[src/rtl/record_packer.sv]
// record_packer: qualifies TDC hits, stamps them with a coarse count, queues them and streams each as a header byte plus little-endian payload bytes
// Ports: clk_i, reset_i (sync, active-high); detect_i, polarity_i, raw_i, fp_i per-channel TDC data (channel 0 in LSBs);
//   chan_en_i channel mask; edge_sel_i 00 both / 01 rising / 10 falling / 11 none;
//   omux_req_o, omux_sel_i, omux_data_o byte handshake; lost_count_o saturating drop count; fifo_level_o FIFO occupancy
module record_packer #(
   parameter int CHANNEL_COUNT = 2,
   parameter int RAW_COUNT     = 9,
   parameter int FP_COUNT      = 13,
   parameter int COARSE_W      = 32,
   parameter int FIFO_DEPTH    = 16
) (
   input  logic                               clk_i,
   input  logic                               reset_i,
   input  logic [CHANNEL_COUNT-1:0]           detect_i,
   input  logic [CHANNEL_COUNT-1:0]           polarity_i,
   input  logic [CHANNEL_COUNT*RAW_COUNT-1:0] raw_i,
   input  logic [CHANNEL_COUNT*FP_COUNT-1:0]  fp_i,
   input  logic [CHANNEL_COUNT-1:0]           chan_en_i,
   input  logic [1:0]                         edge_sel_i,
   output logic                               omux_req_o,
   input  logic                               omux_sel_i,
   output logic [7:0]                         omux_data_o,
   output logic [15:0]                        lost_count_o,
   output logic [$clog2(FIFO_DEPTH):0]        fifo_level_o
);
   localparam int REC_W  = 2*CHANNEL_COUNT + CHANNEL_COUNT*(RAW_COUNT+FP_COUNT) + COARSE_W;
   localparam int NBYTES = (REC_W + 7) / 8;
   localparam int SW     = NBYTES * 8;
   localparam int AW     = $clog2(FIFO_DEPTH);
   localparam int LW     = AW + 1;
   localparam int IW     = $clog2(NBYTES + 1);
   localparam logic [1:0] IDLE = 2'd0, LOAD = 2'd1, HEADER = 2'd2, PAYLOAD = 2'd3;
   logic [COARSE_W-1:0]      coarse;
   logic [CHANNEL_COUNT-1:0] q;
   logic [REC_W-1:0]         rec;
   logic [REC_W-1:0]         mem [FIFO_DEPTH];
   logic                     rec_vld;
   logic [AW-1:0]            wr_ptr, rd_ptr;
   logic [LW-1:0]            level;
   logic [SW-1:0]            sr;
   logic [IW-1:0]            idx;
   logic [1:0]               state;
   logic                     lost_flag, pop, full, wr, drop, last;
   assign q = detect_i & chan_en_i & (edge_sel_i == 2'b00 ? {CHANNEL_COUNT{1'b1}} :
                                      edge_sel_i == 2'b01 ? polarity_i :
                                      edge_sel_i == 2'b10 ? ~polarity_i : {CHANNEL_COUNT{1'b0}});
   assign pop  = state == LOAD;
   assign full = level == LW'(FIFO_DEPTH);
   // a pop in the same cycle frees the slot, so a full FIFO still accepts the write
   assign wr   = rec_vld & (~full | pop);
   assign drop = rec_vld & full & ~pop;
   assign last = idx == IW'(NBYTES - 1);
   assign omux_req_o   = state[1];
   assign omux_data_o  = state == HEADER ? {lost_flag, 7'h2A} : state == PAYLOAD ? sr[7:0] : 8'h00;
   assign fifo_level_o = level;
   always_ff @(posedge clk_i) if (wr) mem[wr_ptr] <= rec;
   always_ff @(posedge clk_i) begin
      if (reset_i) begin
         coarse       <= '0;
         rec_vld      <= 1'b0;
         rec          <= '0;
         wr_ptr       <= '0;
         rd_ptr       <= '0;
         level        <= '0;
         sr           <= '0;
         idx          <= '0;
         state        <= IDLE;
         lost_flag    <= 1'b0;
         lost_count_o <= '0;
      end else begin
         coarse  <= coarse + COARSE_W'(1);
         rec_vld <= |q;
         rec     <= {coarse, fp_i, raw_i, q, polarity_i & q};
         if (wr) wr_ptr <= wr_ptr + AW'(1);
         if (pop) begin
            rd_ptr <= rd_ptr + AW'(1);
            sr     <= SW'(mem[rd_ptr]);
         end
         level <= level + LW'(wr) - LW'(pop);
         if (drop && lost_count_o != 16'hFFFF) lost_count_o <= lost_count_o + 16'd1;
         // a drop coinciding with header consumption keeps the flag set
         lost_flag <= drop | (lost_flag & ~(state == HEADER && omux_sel_i));
         if (state == IDLE && level != '0) state <= LOAD;
         if (state == LOAD) state <= HEADER;
         if (state == HEADER && omux_sel_i) begin
            state <= PAYLOAD;
            idx   <= '0;
         end
         if (state == PAYLOAD && omux_sel_i) begin
            sr  <= sr >> 8;
            idx <= idx + IW'(1);
            if (last) state <= level != '0 ? LOAD : IDLE;
         end
      end
   end
endmodule

[config.mk]
export PLATFORM = sky130hd
export DESIGN_NAME = record_packer
export DESIGN_NICKNAME = d
export VERILOG_FILES = /design/src/rtl/record_packer.sv
export SDC_FILE = /design/constraint.sdc
export NUM_CORES = 1
export LEC_CHECK = 0
export CAP_MARGIN = 40
export CORE_MARGIN = 8
export CORE_UTILIZATION = 60
export DETAILED_ROUTE_END_ITERATION = 6
export PLACE_DENSITY = 0.77
export SETUP_SLACK_MARGIN = 0.4
export SLEW_MARGIN = 0
export SYNTH_ARGS = -nofsm -noshare
export SYNTH_HDL_FRONTEND = slang
export SYNTH_SLANG_ARGS = --single-unit
[constraint.sdc]
create_clock -name clk_i -period 21.6 [get_ports clk_i]
set_clock_uncertainty 0.05 [all_clocks]
set_input_delay 3.24 -clock clk_i [delete_from_list [all_inputs] [get_ports clk_i]]
set_output_delay 3.24 -clock clk_i [all_outputs]
set_load 0.01 [all_outputs]
==> flow_metrics.py <==
metrics = {
    "routing": {
        "drcViolationCount": 0,
        "drt-initial-drc-count": 3807,
        "ant_nets": 0,
        "vias": 29693,
        "firstDrtPassIters": 6,
        "post_drt_via_cell_ratio": 6.62,
        "wl_per_cell_um": 30.1,
        "wl_mm": 135,
    },
    "run_status": {
        "status": "complete, no violations",
    },
    "logic_synthesis": {
        "ys_async_sr_fraction_pct": 0,
        "synthCells": 2952,
        "yosys_most_used_dff": "edfxtp_1",
        "synth_cell_types": 62,
        "syn_area_mm2": 0.0571,
        "synth_edf_count": 1280,
        "avgSynthCellArea_um2": 19.3,
        "synth_nets": 3023,
        "yosysSeqAreaShare_pct": 75.5,
        "yosys_warnings": 0,
        "synth_seq_cells": 1513,
    },
    "placed_design": {
        "place.detailed.instances": 4213,
        "port_buffers": 84,
        "gp_congestion": 0.755,
        "dp_hpwl_mm": 72.6,
    },
    "clocking": {
        "cts_buffers": 147,
        "cts.sinks": 1513,
        "cts_hold_buffers": 0,
        "cts_setup_buffers": 0,
        "cts_tree": "done",
        "cts_root_buf": "clkbuf_16",
        "htree_levels": 4,
        "clk_latency_ns": 0.75,
        "cts_buffer_depth": 3,
        "clk_pin_slew_ns": 0.06,
        "cts_resized": 0,
    },
    "worst_setup_path": {
        "crit_type": "reg -> out",
        "worstSetupStartpointType": "flip-flop",
        "rr_startpoint": "state[0]",
        "r2r_cells": 8,
        "required_ns": 18.31,
        "path_max_fanout": 20,
        "cp.arrival_ns": 2.80,
        "timing.rr.end": "mem[0][71]",
        "critPathCaptureType": "primary output",
        "r2r_setup_slack_ns": 17.36,
    },
    "pwr": {
        "power_density_mw_per_mm2": 107,
        "swShare_pct": 25.0,
        "power.switching_mw": 1.74,
        "internal-power_mw": 5.23,
        "leakagePower_nw": 20.2,
        "sequentialPowerShare_pct": 47.9,
        "clkPwrFrac_pct": 36.9,
        "vdd_drop_max_v": 0.0000866,
        "power_frac_comb_pct": 15.2,
    },
    "floorplanning": {
        "core_area_mm2": 0.0946,
        "rows": 113,
        "io_pins": 85,
        "initial_core_util_pct": 60.4,
        "fp.dieArea_mm2": 0.105,
        "die_y_um": 324,
        "die_w_um": 324,
    },
    "final_layout": {
        "area_growth_pct": 13.8,
        "drive_gt1_share_pct": 21.3,
        "instances_no_fill": 4488,
        "nets": 3168,
    },
    "timing": {
        "finalSetupViolations": 0,
        "fin_crit_ns": 6.09,
        "period_share_pct": 28.2,
        "hold_violations": 0,
        "slew_violations": 0,
        "setup-tns-final_ns": 0,
        "slew_headroom_pct": 35.4,
        "tightest_slew_ns": 0.969,
        "rsz0062_at_grt": "false",
        "max_freq_ghz": 0.164,
    },
    "global_routing": {
        "antenna_found_initial": 1,
        "grt_max_degree": 105,
        "track_usage_pct": 25.4,
        "grt_pass1_vias": 30860,
        "grt_pass1_wl_mm": 200,
        "overflow": 0,
    },
    "hold_path": {
        "min_to": "lost_flag",
        "holdCritStartpoint": "lost_flag",
        "hold_depth": 2,
        "hold_class": "reg -> reg",
    },
    "job": {
        "max-cap-violations": 0,
    },
}
[cell type report]
type,count,area [um2]
Sequential cell,1513,43100
Clock inverter,66,787
Clock buffer,205,4120
Tap cell,1265,1580
Inverter,28,105
Fill cell,5579,29600
Timing Repair Buffer,168,1960
Multi-Input combinational cell,1239,13300
Antenna cell,4,10.0
[cell families (layout without fill, tap and decap cells)]
group	after synthesis	count (layout)	share of synthesized area [%]
buffers and inverters	200	467	1.57
AOI/OAI and AO/OA	306	306	3.98
xor gates and xnor gates	19	19	0.291
and+or+nand+nor	406	406	3.76
adders and majority gates	16	16	0.364
muxes	492	492	14.5
other	0	4	0
DFF	1513	1513	75.5
[placed cells by master, fill, tap and decap left out, types with 18 or more instances in the layout]
cell	n
a21oi_1	22
a221oi_1	24
a22oi_1	142
buf_4	54
clkbuf_1	39
clkbuf_16	150
clkdlybuf4s50_1	83
clkinv_2	19
dfxtp_1	230
edfxtp_1	1280
inv_1	28
mux2_2	79
mux2i_1	151
mux4_2	262
nand2_1	89
nand3_1	35
nor2_1	65
nor2b_1	85
nor3_1	21
o211ai_1	40
o21ai_0	18
o221ai_1	32
[Yosys cell counts (11+ instances only)]
cell type / count / area (um2)
a21oi_1: 22 / 110
a221oi_1: 24 / 210
a22oi_1: 142 / 1070
buf_1: 18 / 67.6
buf_2: 56 / 280
clkbuf_1: 83 / 312
dfxtp_1: 233 / 4660
edfxtp_1: 1280 / 38400
ha_1: 15 / 188
inv_1: 28 / 105
mux2_2: 79 / 890
mux2i_1: 151 / 1510
mux4_2: 262 / 5900
nand2_1: 89 / 334
nand2b_1: 14 / 87.6
nand3_1: 35 / 175
nor2_1: 78 / 293
nor2b_1: 87 / 544
nor3_1: 25 / 125
nor4_1: 11 / 68.8
o211ai_1: 40 / 300
o21ai_0: 18 / 90.1
o221ai_1: 32 / 280
[worst max path at each step]
stage | startpoint | endpoint | slack, ns | cells past startpoint
final | state[1] | omux_data_o[3] | 15.51 | 4
after global routing | state[1] | omux_data_o[1] | 15.45 | 4
after floorplan | fifo_level_o[2] | mem[0][0] | 14.11 | 6
after detailed placement | reset_i | sr[23] | 15.69 | 7
after global placement | omux_sel_i | sr[74] | 15.67 | 5
after CTS | state[1] | omux_data_o[3] | 15.50 | 4
[stage by stage]
| step | area, um2 | worst slack, ns | power [mW] | util (%) | hold slack (ns) |
|---|---|---|---|---|---|
| floorplan | 57100 | 14.11 | 4.14 | - | 0.386 |
| global placement | 59400 | 15.67 | 4.39 | 62.8 | 0.398 |
| detailed placement | 60000 | 15.69 | 4.45 | 63.5 | 0.403 |
| CTS | 64900 | 15.50 | 7.00 | 68.7 | 0.410 |
| global route | 64900 | 15.45 | 7.18 | 68.7 | 0.441 |
| finish | 64900 | 15.51 | 6.97 | 68.7 | 0.408 |
[worst max-delay path: stages, from the launching register on]
cell	delay (ns)
dfxtp_1	0.30
buf_4	0.38
inv_1	0.42
a21oi_1	0.34
clkdlybuf4s50_1	0.60
[power by group through the flow]
stage	clock (mW)	combinational, mW	sequential [mW]
6_report	2.57	1.06	3.34
5_1_grt	2.71	1.13	3.34
4_1_cts	2.60	1.07	3.33
3_5_place_dp	0	1.06	3.39
3_3_place_gp	0	0.980	3.41
2_1_floorplan	0	0.814	3.32
[routing by layer]
layer	vias up	routed length (um)	global-route usage, %
met5	-	0	0
li1	12291	-	-
met2	1637	67800	42.5
met1	15491	51000	33.6
met4	0	4540	8.95
met3	274	11900	4.57
[flip-flops by register name, indices dropped and copies added, names as in the netlist, named ones only]
register / cells
idx: 4
mem: 1280
rec: 80
lost_count_o: 16
rd_ptr: 4
coarse: 32
rec_vld: 1
lost_flag: 1
fifo_level_o: 5
state: 2
sr: 80
wr_ptr: 4
No activity file was read; power rests on OpenSTA's default activity.
